**src/rtl/hazard_if.sv**
```systemverilog
// Hazard-controller bundle: the pipeline (master) reports ID/EX/MEM/WB
// status; the controller (slave) returns per-stage stall/flush controls.
interface hazard_if #(
    parameter int GR_W = 5
);
    logic [GR_W-1:0] rj_no_id;
    logic [GR_W-1:0] rk_no_id;
    logic            rj_used_id;
    logic            rk_used_id;
    logic [GR_W-1:0] rd_no_ex;
    logic            memRead_ex;
    logic            div_start_ex;
    logic            branch_taken_ex;
    logic            dmem_req_mem;
    logic            dmem_ok_mem;
    logic            excp_wb;

    logic            stall_if;
    logic            stall_id;
    logic            stall_ex;
    logic            stall_mem;
    logic            flush_id;
    logic            flush_ex;
    logic            flush_mem;
    logic            flush_wb;
    logic            div_busy;
    logic            div_done;

    modport master (
        output rj_no_id, rk_no_id, rj_used_id, rk_used_id, rd_no_ex,
               memRead_ex, div_start_ex, branch_taken_ex,
               dmem_req_mem, dmem_ok_mem, excp_wb,
        input  stall_if, stall_id, stall_ex, stall_mem,
               flush_id, flush_ex, flush_mem, flush_wb,
               div_busy, div_done
    );

    modport slave (
        input  rj_no_id, rk_no_id, rj_used_id, rk_used_id, rd_no_ex,
               memRead_ex, div_start_ex, branch_taken_ex,
               dmem_req_mem, dmem_ok_mem, excp_wb,
        output stall_if, stall_id, stall_ex, stall_mem,
               flush_id, flush_ex, flush_mem, flush_wb,
               div_busy, div_done
    );
endinterface

```
**src/rtl/hazard_ctrl.sv**
```systemverilog
// Pipeline hazard/stall controller for the 5-stage core. Resolves the
// hazards forwarding cannot: load-use, divider occupancy, data-memory wait,
// taken-branch redirect and WB exception flush.
// Priority: exception > memory wait > divide > branch > load-use.
module hazard_ctrl #(
    parameter int GR_W       = 5,
    parameter int DIV_CYCLES = 33
) (
    input  logic     clk,
    input  logic     rst,
    hazard_if.slave  hz
);
    localparam int CNT_W = $clog2(DIV_CYCLES + 1);

    typedef enum logic [1:0] {
        IDLE     = 2'd0,
        DIV_BUSY = 2'd1,
        MEM_WAIT = 2'd2
    } state_t;

    state_t           state, next_state;
    logic [CNT_W-1:0] div_cnt, next_cnt;
    logic             mem_stall;
    logic             load_use;

    // Memory wait: a fresh unanswered request, or a tracked wait still pending.
    // In DIV_BUSY only the fresh-request term applies (the wait is not tracked
    // in state there), which is what the first term already gives.
    assign mem_stall = !hz.dmem_ok_mem
                     & (hz.dmem_req_mem | (state == MEM_WAIT));

    // Load in EX feeding a source operand of ID; r0 is hardwired and never stalls.
    assign load_use = hz.memRead_ex & (hz.rd_no_ex != {GR_W{1'b0}})
                    & ((hz.rj_used_id & (hz.rj_no_id == hz.rd_no_ex))
                     | (hz.rk_used_id & (hz.rk_no_id == hz.rd_no_ex)));

    // State register and divide countdown.
    // NOTE: only the control state is reset here; the outputs are combinational
    // and are forced low by rst directly in the decode below.
    always_ff @(posedge clk or posedge rst) begin
        if (rst) begin
            state   <= IDLE;
            div_cnt <= '0;
        end else begin
            // NOTE: non-blocking in clocked blocks so every register samples
            // pre-edge values; the combinational block below uses blocking.
            state   <= next_state;
            div_cnt <= next_cnt;
        end
    end

    // Prioritised next-state and stall/flush decode.
    always_comb begin
        // NOTE: every output gets a default first so no path infers a latch.
        next_state   = state;
        next_cnt     = div_cnt;
        hz.stall_if  = 1'b0;
        hz.stall_id  = 1'b0;
        hz.stall_ex  = 1'b0;
        hz.stall_mem = 1'b0;
        hz.flush_id  = 1'b0;
        hz.flush_ex  = 1'b0;
        hz.flush_mem = 1'b0;
        hz.flush_wb  = 1'b0;
        hz.div_busy  = 1'b0;
        hz.div_done  = 1'b0;

        if (!rst) begin
            hz.div_busy = (state == DIV_BUSY);

            if (hz.excp_wb) begin
                // Exception squashes everything in flight and aborts waits.
                hz.flush_id  = 1'b1;
                hz.flush_ex  = 1'b1;
                hz.flush_mem = 1'b1;
                hz.flush_wb  = 1'b1;
                next_state   = IDLE;
                next_cnt     = '0;
            end else if (mem_stall) begin
                // Freeze IF..MEM, bubble into WB; divider count is frozen too.
                hz.stall_if  = 1'b1;
                hz.stall_id  = 1'b1;
                hz.stall_ex  = 1'b1;
                hz.stall_mem = 1'b1;
                hz.flush_wb  = 1'b1;
                if (state == IDLE) begin
                    next_state = MEM_WAIT;
                end
            end else if (state == DIV_BUSY) begin
                if (div_cnt == CNT_W'(1)) begin
                    // Last occupancy cycle: result valid, EX advances.
                    hz.div_done = 1'b1;
                    next_state  = IDLE;
                    next_cnt    = '0;
                end else begin
                    hz.stall_if  = 1'b1;
                    hz.stall_id  = 1'b1;
                    hz.stall_ex  = 1'b1;
                    hz.flush_mem = 1'b1;
                    next_cnt     = div_cnt - CNT_W'(1);
                end
            end else begin
                // IDLE, or MEM_WAIT in the cycle the response arrives: the
                // pipeline releases and the lower-priority hazards apply now.
                next_state = IDLE;
                if (hz.div_start_ex) begin
                    hz.stall_if  = 1'b1;
                    hz.stall_id  = 1'b1;
                    hz.stall_ex  = 1'b1;
                    hz.flush_mem = 1'b1;
                    next_state   = DIV_BUSY;
                    next_cnt     = CNT_W'(DIV_CYCLES - 1);
                end else if (hz.branch_taken_ex) begin
                    // ID holds a wrong-path instruction, so this beats load-use.
                    hz.flush_id = 1'b1;
                    hz.flush_ex = 1'b1;
                end else if (load_use) begin
                    hz.stall_if = 1'b1;
                    hz.stall_id = 1'b1;
                    hz.flush_ex = 1'b1;
                end
            end
        end
    end
endmodule

```
**src/flat_wrapper.sv**
```systemverilog
// flat-port wrapper written by rule: the top's interface ports become plain ports
module hazard_ctrl_flat 
#(
    parameter int GR_W       = 5,
    parameter int DIV_CYCLES = 33
)
  (clk, rst, hz_rj_no_id, hz_rk_no_id, hz_rj_used_id, hz_rk_used_id, hz_rd_no_ex, hz_memRead_ex, hz_div_start_ex, hz_branch_taken_ex, hz_dmem_req_mem, hz_dmem_ok_mem, hz_excp_wb, hz_stall_if, hz_stall_id, hz_stall_ex, hz_stall_mem, hz_flush_id, hz_flush_ex, hz_flush_mem, hz_flush_wb, hz_div_busy, hz_div_done);
  hazard_if #(.GR_W(GR_W)) hz_i ();
  input  logic clk;
  input  logic rst;
  input wire logic [$bits(hz_i.rj_no_id)-1:0] hz_rj_no_id;
  input wire logic [$bits(hz_i.rk_no_id)-1:0] hz_rk_no_id;
  input wire logic [$bits(hz_i.rj_used_id)-1:0] hz_rj_used_id;
  input wire logic [$bits(hz_i.rk_used_id)-1:0] hz_rk_used_id;
  input wire logic [$bits(hz_i.rd_no_ex)-1:0] hz_rd_no_ex;
  input wire logic [$bits(hz_i.memRead_ex)-1:0] hz_memRead_ex;
  input wire logic [$bits(hz_i.div_start_ex)-1:0] hz_div_start_ex;
  input wire logic [$bits(hz_i.branch_taken_ex)-1:0] hz_branch_taken_ex;
  input wire logic [$bits(hz_i.dmem_req_mem)-1:0] hz_dmem_req_mem;
  input wire logic [$bits(hz_i.dmem_ok_mem)-1:0] hz_dmem_ok_mem;
  input wire logic [$bits(hz_i.excp_wb)-1:0] hz_excp_wb;
  output wire logic [$bits(hz_i.stall_if)-1:0] hz_stall_if;
  output wire logic [$bits(hz_i.stall_id)-1:0] hz_stall_id;
  output wire logic [$bits(hz_i.stall_ex)-1:0] hz_stall_ex;
  output wire logic [$bits(hz_i.stall_mem)-1:0] hz_stall_mem;
  output wire logic [$bits(hz_i.flush_id)-1:0] hz_flush_id;
  output wire logic [$bits(hz_i.flush_ex)-1:0] hz_flush_ex;
  output wire logic [$bits(hz_i.flush_mem)-1:0] hz_flush_mem;
  output wire logic [$bits(hz_i.flush_wb)-1:0] hz_flush_wb;
  output wire logic [$bits(hz_i.div_busy)-1:0] hz_div_busy;
  output wire logic [$bits(hz_i.div_done)-1:0] hz_div_done;
  assign hz_i.rj_no_id = hz_rj_no_id;
  assign hz_i.rk_no_id = hz_rk_no_id;
  assign hz_i.rj_used_id = hz_rj_used_id;
  assign hz_i.rk_used_id = hz_rk_used_id;
  assign hz_i.rd_no_ex = hz_rd_no_ex;
  assign hz_i.memRead_ex = hz_memRead_ex;
  assign hz_i.div_start_ex = hz_div_start_ex;
  assign hz_i.branch_taken_ex = hz_branch_taken_ex;
  assign hz_i.dmem_req_mem = hz_dmem_req_mem;
  assign hz_i.dmem_ok_mem = hz_dmem_ok_mem;
  assign hz_i.excp_wb = hz_excp_wb;
  assign hz_stall_if = hz_i.stall_if;
  assign hz_stall_id = hz_i.stall_id;
  assign hz_stall_ex = hz_i.stall_ex;
  assign hz_stall_mem = hz_i.stall_mem;
  assign hz_flush_id = hz_i.flush_id;
  assign hz_flush_ex = hz_i.flush_ex;
  assign hz_flush_mem = hz_i.flush_mem;
  assign hz_flush_wb = hz_i.flush_wb;
  assign hz_div_busy = hz_i.div_busy;
  assign hz_div_done = hz_i.div_done;
  hazard_ctrl #(.GR_W(GR_W), .DIV_CYCLES(DIV_CYCLES)) u_core (.clk(clk), .rst(rst), .hz(hz_i));
endmodule
```
**config.mk**
```make
export PLATFORM = sky130hd
export DESIGN_NAME = hazard_ctrl_flat
export DESIGN_NICKNAME = d
export VERILOG_FILES = /design/src/rtl/hazard_if.sv /design/src/rtl/hazard_ctrl.sv /design/src/flat_wrapper.sv
export SDC_FILE = /design/constraint.sdc
export NUM_CORES = 1
export LEC_CHECK = 0
export CORE_MARGIN = 10
export CORE_UTILIZATION = 40
export DETAILED_ROUTE_END_ITERATION = 8
export PLACE_DENSITY = 0.76
export SLEW_MARGIN = 20
export SYNTH_ARGS = -nofsm -noshare
export SYNTH_HDL_FRONTEND = slang
export SYNTH_SLANG_ARGS = --single-unit
export TNS_END_PERCENT = 20
```
**constraint.sdc**
```tcl
create_clock -name clk -period 2.3 [get_ports clk]
set_clock_uncertainty 0.05 [all_clocks]
set_input_delay 0.46 -clock clk [delete_from_list [all_inputs] [get_ports clk]]
set_output_delay 0.46 -clock clk [all_outputs]
set_load 0.03 [all_outputs]
```
==> results of run 1 <==
report_power, final:
part,internal [W],switching (W)
combinational,0.000153,0.000148
clock,0.0000602,0.0000564
sequential,0.000155,0.0000107
total,0.000369,0.000215
cells by family (layout without fill, tap and decap cells):
group | count (synthesis) | count (layout) | synth area share [%]
simple gates | 47 | 47 | 33.3
compound gates | 23 | 23 | 20.9
xor+xnor | 10 | 10 | 11.7
flops | 8 | 8 | 26.8
buf+inv | 7 | 65 | 4.01
fa+ha+maj | 2 | 2 | 3.34
worst max-delay path: stages (launching register included):
cell and delay, ns:
sky130_fd_sc_hd__dfrtp_1 0.38, sky130_fd_sc_hd__or3_4 0.41, sky130_fd_sc_hd__nor3_4 0.23, sky130_fd_sc_hd__nor2_4 0.08, sky130_fd_sc_hd__nor2_4 0.14, sky130_fd_sc_hd__buf_6 0.11
sky130_fd_sc_hd__nor3_2 0.03, sky130_fd_sc_hd__buf_4 0.16
per-stage QoR:
step	setup TNS, ns	total power [W]	area [µm²]	util, %	hold WS (ns)
6_report	-0.0379	0.000584	1380	79.1	0.510
2_1_floorplan	0	0.000310	762	-	0.248
4_1_cts	-0.0174	0.000571	1320	75.4	0.507
3_3_place_gp	-2.02	0.000443	1270	72.5	0.488
3_5_place_dp	-2.10	0.000450	1270	72.5	0.497
5_1_grt	-0.281	0.000616	1380	79.1	0.533
how the worst max path moves through the flow:
| stage | startpoint | to | slack (ns) | cells after the start |
|---|---|---|---|---|
| floorplan | u_core.div_cnt[0]$_DFFE_PP0P_ | hz_stall_ex | 0.1 | 6 |
| global placement | hz_rd_no_ex[0] | hz_stall_if | -0.69 | 6 |
| detailed placement | hz_rd_no_ex[0] | hz_stall_id | -0.73 | 6 |
| CTS | u_core.div_cnt[2]$_DFFE_PP0P_ | hz_stall_ex | -0.02 | 7 |
| global route | u_core.div_cnt[3]$_DFFE_PP0P_ | hz_stall_ex | -0.07 | 7 |
| finish | u_core.div_cnt[3]$_DFFE_PP0P_ | hz_stall_ex | -0.02 | 7 |
layout make-up:
cell class              instances  area [µm²]
fillers                       120         364
inverters                       4        15.0
flip-flops and latches          8         200
multi-input cells              82         599
clock buffers                   3        22.5
well taps                      25        31.3
repair buffers                 58         513
registers in the layout (all words and copies together) (netlist names):
signal,cells
u_core.state,2
u_core.div_cnt,6
placed cells by master, fill, tap and decap left out, types with 2 or more instances in the layout:
master,instances
sky130_fd_sc_hd__nor3_1,3
sky130_fd_sc_hd__clkbuf_4,3
sky130_fd_sc_hd__dlygate4sd2_1,6
sky130_fd_sc_hd__nand3_1,4
sky130_fd_sc_hd__ha_1,2
sky130_fd_sc_hd__buf_4,28
sky130_fd_sc_hd__nand2b_1,3
sky130_fd_sc_hd__dlymetal6s2s_1,5
sky130_fd_sc_hd__clkdlybuf4s50_1,10
sky130_fd_sc_hd__a21oi_1,3
sky130_fd_sc_hd__nor3_4,2
sky130_fd_sc_hd__xnor2_1,10
sky130_fd_sc_hd__buf_6,6
sky130_fd_sc_hd__nor2_4,2
sky130_fd_sc_hd__inv_1,4
sky130_fd_sc_hd__nand2_1,9
sky130_fd_sc_hd__nand4_1,4
sky130_fd_sc_hd__clkbuf_2,2
sky130_fd_sc_hd__nor2_1,9
sky130_fd_sc_hd__nand3_2,2
sky130_fd_sc_hd__o21a_1,2
sky130_fd_sc_hd__dfrtp_1,8
sky130_fd_sc_hd__o21ai_0,7
repair_timing:
action	CTS	global route
resized for setup	39	18
pin swaps	11	18
endpoints found under the setup margin	5	5
buffers inserted	0	2
metal layers:
metal / up-vias / wire [µm]
met5: - / 0
li1: 466 / -
met4: 0 / 21
met3: 4 / 165
met2: 28 / 1500
met1: 401 / 1130
==> qor.json, run 1 <==
{
  "sta": {
    "timing.final.max_slew_violations": 0,
    "post_route_clock_period_utilization_pct": 101,
    "worst_slew_pin_slew_ns": 0.288,
    "final.setup.worst_slack_ns": -0.0184,
    "period_minus_slack_ns": 2.32,
    "hold_viol": 0,
    "timing.final.setup_violations": 4,
    "rsz0062_at_grt": "yes",
    "timing.max_slew.rel_slack_pct": 80.8,
    "timing.fmax_mhz": 431
  },
  "clocking": {
    "clock_tree.root_cell": "sky130_fd_sc_hd__clkbuf_4",
    "clkTransAtPathRegs_ns": 0.06,
    "cts.sink_count": 8,
    "clk-insertion-delay-late_ns": 0.27,
    "numCtsBuffers": 3,
    "cts_tree": "yes",
    "post_cts_hold_buffer_count": 0,
    "clk_path_buf_depth": 2,
    "htreeDepth": 1
  },
  "layout": {
    "fin_nets": 184,
    "insertedDiodeCount": 0,
    "share_of_post_route_cells_with_drive_strength_above_1_pct": 34.8,
    "final_non_filler_cells": 180,
    "layout-area-overhead-vs-synth_pct": 84.6
  },
  "routing": {
    "drtAntennaViolNets": 0,
    "drc_violation_count_after_routing": 0,
    "detailroute.via_count": 899,
    "route.detailed.wl_per_inst_um": 15.7,
    "drt_first_pass_iters": 4,
    "wirelength_mm": 2.82,
    "detailedRoute.firstIterationViolations": 19,
    "vias_per_cell": 4.99
  },
  "yosys": {
    "largest_cells_by_area_after_synthesis": "sky130_fd_sc_hd__dfrtp_1, sky130_fd_sc_hd__xnor2_1, sky130_fd_sc_hd__nor2_1",
    "synth_area_um2": 748,
    "post-synth-top-area-fraction_pct": 26.8,
    "ys_flop_type": "sky130_fd_sc_hd__dfrtp_1",
    "synth_enable_flop_cells": 0,
    "post_synthesis_cell_type_count": 33,
    "ys_top_cells_by_count": "sky130_fd_sc_hd__nor2_1, sky130_fd_sc_hd__xnor2_1, sky130_fd_sc_hd__nand2_1",
    "synth-seq-area-share_pct": 26.8,
    "postSynthCellCount": 97,
    "ys_seq_elements": 8,
    "yosys.cell_count.top_type": "sky130_fd_sc_hd__nor2_1",
    "synthesis.area_per_instance_um2": 7.71,
    "async_reset_ff_share_pct": 100,
    "yosysTopAreaCell": "sky130_fd_sc_hd__dfrtp_1",
    "yosysWarningCount": 0,
    "syn-num-nets": 124
  },
  "grt": {
    "met1_usage_in_global_routing_pct": 14.5,
    "groute.layer.met3.usage_pct": 4.77,
    "gr_met2_demand_resource_pct": 25.5,
    "total_grt_usage_pct": 13.8,
    "grt.busiest_layer": "met2",
    "first_global_vias": 935,
    "total_gr_overflow": 0,
    "maximum_number_of_pins_on_one_net_before_global_route_repair": 11,
    "antenna_found_initial": 0,
    "grt_pass1_wl_mm": 4.46
  },
  "die": {
    "die_h_um": 63.3,
    "floorplan.core_area_um2": 1750,
    "initial_core_util_pct": 42.9,
    "rows": 15,
    "fp.dieW_um": 63.3,
    "die_area_um2": 4000,
    "ioPinCount": 35
  },
  "placement": {
    "finalWeightedCongestion": 0.785,
    "dp.final_hpwl_mm": 2.24,
    "port-buffer-count": 34,
    "cell_count_post_placement": 175,
    "post-place-ws_ns": -0.726
  },
  "critical_path": {
    "critical_path_required_ns": 1.79,
    "r2r_cells": 6,
    "worst_r2r_startpoint": "u_core.state[1]$_DFFE_PP0P_",
    "worstSetupEndpointType": "output pin",
    "regToRegSetupSlack_ns": 0.50,
    "type_of_element_launching_the_critical_path": "flop",
    "critical_path.max_fanout": 2,
    "critical_path.reg2reg.endpoint": "u_core.div_cnt[4]$_DFFE_PP0P_",
    "criticalPathCategory": "flop to output pin",
    "worst-endpoint-arrival_ns": 1.81
  },
  "worst_hold_path": {
    "hold_path.startpoint": "u_core.div_cnt[4]$_DFFE_PP0P_",
    "holdCritPathClass": "flop to flop",
    "worst_hold_path.endpoint": "u_core.div_cnt[4]$_DFFE_PP0P_",
    "min_path_cells": 2
  },
  "outcome": {
    "failed_checks": "setup timing",
    "outcome": "finished with violations"
  },
  "pwr": {
    "cellLeakagePower_nw": 0.663,
    "maximum_vdd_ir_drop_mv": 0.400,
    "power-per-cell-area_nw_per_um2": 423
  },
  "run": {
    "timing.max_cap.violations": 0
  }
}
No activity file was read; power rests on OpenSTA's default activity.
==> run 2: changes to the inputs <==
ABC_AREA = 1   (was not set)
CORE_UTILIZATION = 43   (was 40)
PLACE_DENSITY = 0.78   (was 0.76)
==> run 2 against run 1 <==
- the run now ends clean
- sequential power increased by 7%
- flip-flop and latch count unchanged
- via count increased by 18%
- synthesized cell count increased by 58%
- die area increased by 6.0%
- final cell count increased by 24%
- global-route usage decreased by 1.2 points
- critical endpoint is now hz_stall_id
==> qor.json, run 2 <==
{
  "outcome": {
    "outcome": "finished clean"
  },
  "clocking": {
    "htreeDepth": 1,
    "clk-insertion-delay-late_ns": 0.25,
    "clk_path_buf_depth": 2,
    "cts_tree": "yes",
    "clock_tree.root_cell": "sky130_fd_sc_hd__clkbuf_4",
    "numCtsBuffers": 3,
    "cts.sink_count": 8,
    "clkTransAtPathRegs_ns": 0.05,
    "post_cts_hold_buffer_count": 0
  },
  "sta": {
    "timing.max_slew.rel_slack_pct": 79.4,
    "final.setup.worst_slack_ns": 0.117,
    "timing.final.setup_violations": 0,
    "rsz0062_at_grt": "no",
    "post_route_clock_period_utilization_pct": 94.9,
    "tns_ns": 0,
    "timing.fmax_mhz": 458,
    "timing.final.max_slew_violations": 0,
    "hold_viol": 0,
    "period_minus_slack_ns": 2.18,
    "worst_slew_pin_slew_ns": 0.308
  },
  "die": {
    "ioPinCount": 35,
    "die_area_um2": 4240,
    "floorplan.core_area_um2": 1940,
    "die_h_um": 65.1,
    "fp.dieW_um": 65.1,
    "initial_core_util_pct": 45.1,
    "rows": 16
  },
  "layout": {
    "reg_with_most_ffs": "u_core.div_cnt",
    "layout-area-overhead-vs-synth_pct": 54.7,
    "fin_nets": 225,
    "mostFrequentLayoutCells": "sky130_fd_sc_hd__nand2_1, sky130_fd_sc_hd__inv_1, sky130_fd_sc_hd__nor2_1",
    "finish.instance_area_um2": 1360,
    "final_non_filler_cells": 223,
    "top_regs": "u_core.div_cnt: 6 flops, u_core.state: 2 flops",
    "share_of_post_route_cells_with_drive_strength_above_1_pct": 20.4,
    "fillerInstances": 172,
    "insertedDiodeCount": 0,
    "most_common_library_cell_in_the_layout_ignoring_fill_and_taps": "sky130_fd_sc_hd__nand2_1",
    "largest_register_ffs": 6
  },
  "critical_path": {
    "critical_path.reg2reg.endpoint": "u_core.div_cnt[3]$_DFFE_PP0P_",
    "worstSetupEndpointType": "output pin",
    "critical_path_required_ns": 1.79,
    "criticalPathCategory": "input port to output pin",
    "regToRegSetupSlack_ns": 0.88,
    "worst_r2r_startpoint": "u_core.state[1]$_DFFE_PP0P_",
    "worst-endpoint-arrival_ns": 1.67,
    "critical_path.max_fanout": 3,
    "worst_setup_path_startpoint": "hz_div_start_ex",
    "worst_setup_path_endpoint": "hz_stall_id",
    "type_of_element_launching_the_critical_path": "input port",
    "r2r_cells": 8
  },
  "yosys": {
    "async_reset_ff_share_pct": 100,
    "post-synth-top-area-fraction_pct": 22.9,
    "synth-seq-area-share_pct": 22.9,
    "yosysWarningCount": 0,
    "post_synthesis_cell_type_count": 21,
    "postSynthCellCount": 153,
    "syn-num-nets": 180,
    "synthesis.area_per_instance_um2": 5.72,
    "largest_cells_by_area_after_synthesis": "sky130_fd_sc_hd__dfrtp_1, sky130_fd_sc_hd__nand2_1, sky130_fd_sc_hd__inv_1",
    "synth_enable_flop_cells": 0,
    "yosysTopAreaCell": "sky130_fd_sc_hd__dfrtp_1",
    "ys_top_cells_by_count": "sky130_fd_sc_hd__nand2_1, sky130_fd_sc_hd__inv_1, sky130_fd_sc_hd__nor2_1",
    "ys_seq_elements": 8,
    "ys_flop_type": "sky130_fd_sc_hd__dfrtp_1",
    "yosys.cell_count.top_type": "sky130_fd_sc_hd__nand2_1",
    "synth_area_um2": 876
  },
  "routing": {
    "detailroute.via_count": 1062,
    "detailedRoute.firstIterationViolations": 46,
    "vias_per_cell": 4.76,
    "drc_violation_count_after_routing": 0,
    "drt_first_pass_iters": 4,
    "drtAntennaViolNets": 0,
    "wirelength_mm": 2.57,
    "route.detailed.wl_per_inst_um": 11.5
  },
  "placement": {
    "detailed_place.area_um2": 1250,
    "post-place-ws_ns": -0.134,
    "dp.final_hpwl_mm": 2.14,
    "finalWeightedCongestion": 0.847,
    "cell_count_post_placement": 217,
    "port-buffer-count": 34
  },
  "worst_hold_path": {
    "holdCritPathClass": "flop to flop"
  },
  "pwr": {
    "power-per-cell-area_nw_per_um2": 454,
    "maximum_vdd_ir_drop_mv": 0.242,
    "cellLeakagePower_nw": 0.791
  },
  "grt": {
    "maximum_number_of_pins_on_one_net_before_global_route_repair": 9,
    "total_gr_overflow": 0,
    "total_grt_usage_pct": 12.5,
    "grt_pass1_wl_mm": 4.49,
    "antenna_found_initial": 0,
    "first_global_vias": 1081
  },
  "run": {
    "timing.max_cap.violations": 0
  }
}
-- run 2: final cells by class --
cell class,instances,area [µm²],share of cell area (%)
timing repair buffer,41,399,29.5
tap,27,33.8,2.49
multi-input combinational,114,587,43.3
clock buffer,3,22.5,1.66
sequential,8,200,14.8
inverter,30,113,8.31
-- run 2: layer usage --
layer  GRT usage, %  share of wire [%]
met5              0                  0
met4           3.48                  0
met3           3.22                7.0
met2           23.8                 52
met1           13.3                 41
-- run 2: logic make-up after synthesis --
kind of cell,after synthesis,synth area share [%]
simple gates,97,50.6
buf+inv,31,13.7
compound gates,12,7.00
flops,8,22.9
xor+xnor,3,3.00
fa+ha+maj,2,2.86
-- run 2: how the worst min path moves through the flow --
stage | from | to | slack, ns | depth (start not counted)
2_1_floorplan | rst | u_core.div_cnt[0]$_DFFE_PP0P_ | 0.26 | 1
3_3_place_gp | u_core.state[0]$_DFFE_PP0P_ | u_core.state[0]$_DFFE_PP0P_ | 0.46 | 2
3_5_place_dp | u_core.div_cnt[5]$_DFFE_PP0P_ | u_core.div_cnt[5]$_DFFE_PP0P_ | 0.49 | 2
4_1_cts | u_core.div_cnt[5]$_DFFE_PP0P_ | u_core.div_cnt[5]$_DFFE_PP0P_ | 0.51 | 2
5_1_grt | u_core.state[0]$_DFFE_PP0P_ | u_core.state[0]$_DFFE_PP0P_ | 0.53 | 2
6_report | u_core.state[0]$_DFFE_PP0P_ | u_core.state[0]$_DFFE_PP0P_ | 0.51 | 2
-- run 2: repair_timing --
action / 4_1_cts / 5_1_grt
gates resized for setup: 11 / 16
pin swaps: 3 / 11
endpoints found under the setup margin: 2 / 5
buffers inserted: 1 / 2
cloned: 0 / 0
-- run 2: power breakdown --
part / leakage, nW / switching (W) / internal (W) / total (W)
Combinational: 0.668 / 0.000190 / 0.000143 / 0.000333
Sequential: 0.109 / 0.0000183 / 0.000160 / 0.000178
Clock: 0.0138 / 0.0000448 / 0.0000595 / 0.000104
Total: 0.791 / 0.000253 / 0.000363 / 0.000616
-- run 2: per-stage QoR --
stage	utilization, %	hold slack [ns]	power [W]
2_1_floorplan	-	0.257	0.000386
3_3_place_gp	64.2	0.462	0.000485
3_5_place_dp	64.2	0.494	0.000493
4_1_cts	65.9	0.508	0.000599
5_1_grt	69.8	0.535	0.000670
6_report	69.8	0.511	0.000616
-- run 2: critical path, stage by stage --
cell                              delay [ns]
sky130_fd_sc_hd__clkdlybuf4s50_1        0.55
sky130_fd_sc_hd__nor2_2                 0.08
sky130_fd_sc_hd__nor2_1                 0.16
sky130_fd_sc_hd__nor2_2                 0.08
sky130_fd_sc_hd__a21oi_4                0.18
sky130_fd_sc_hd__buf_6                  0.15
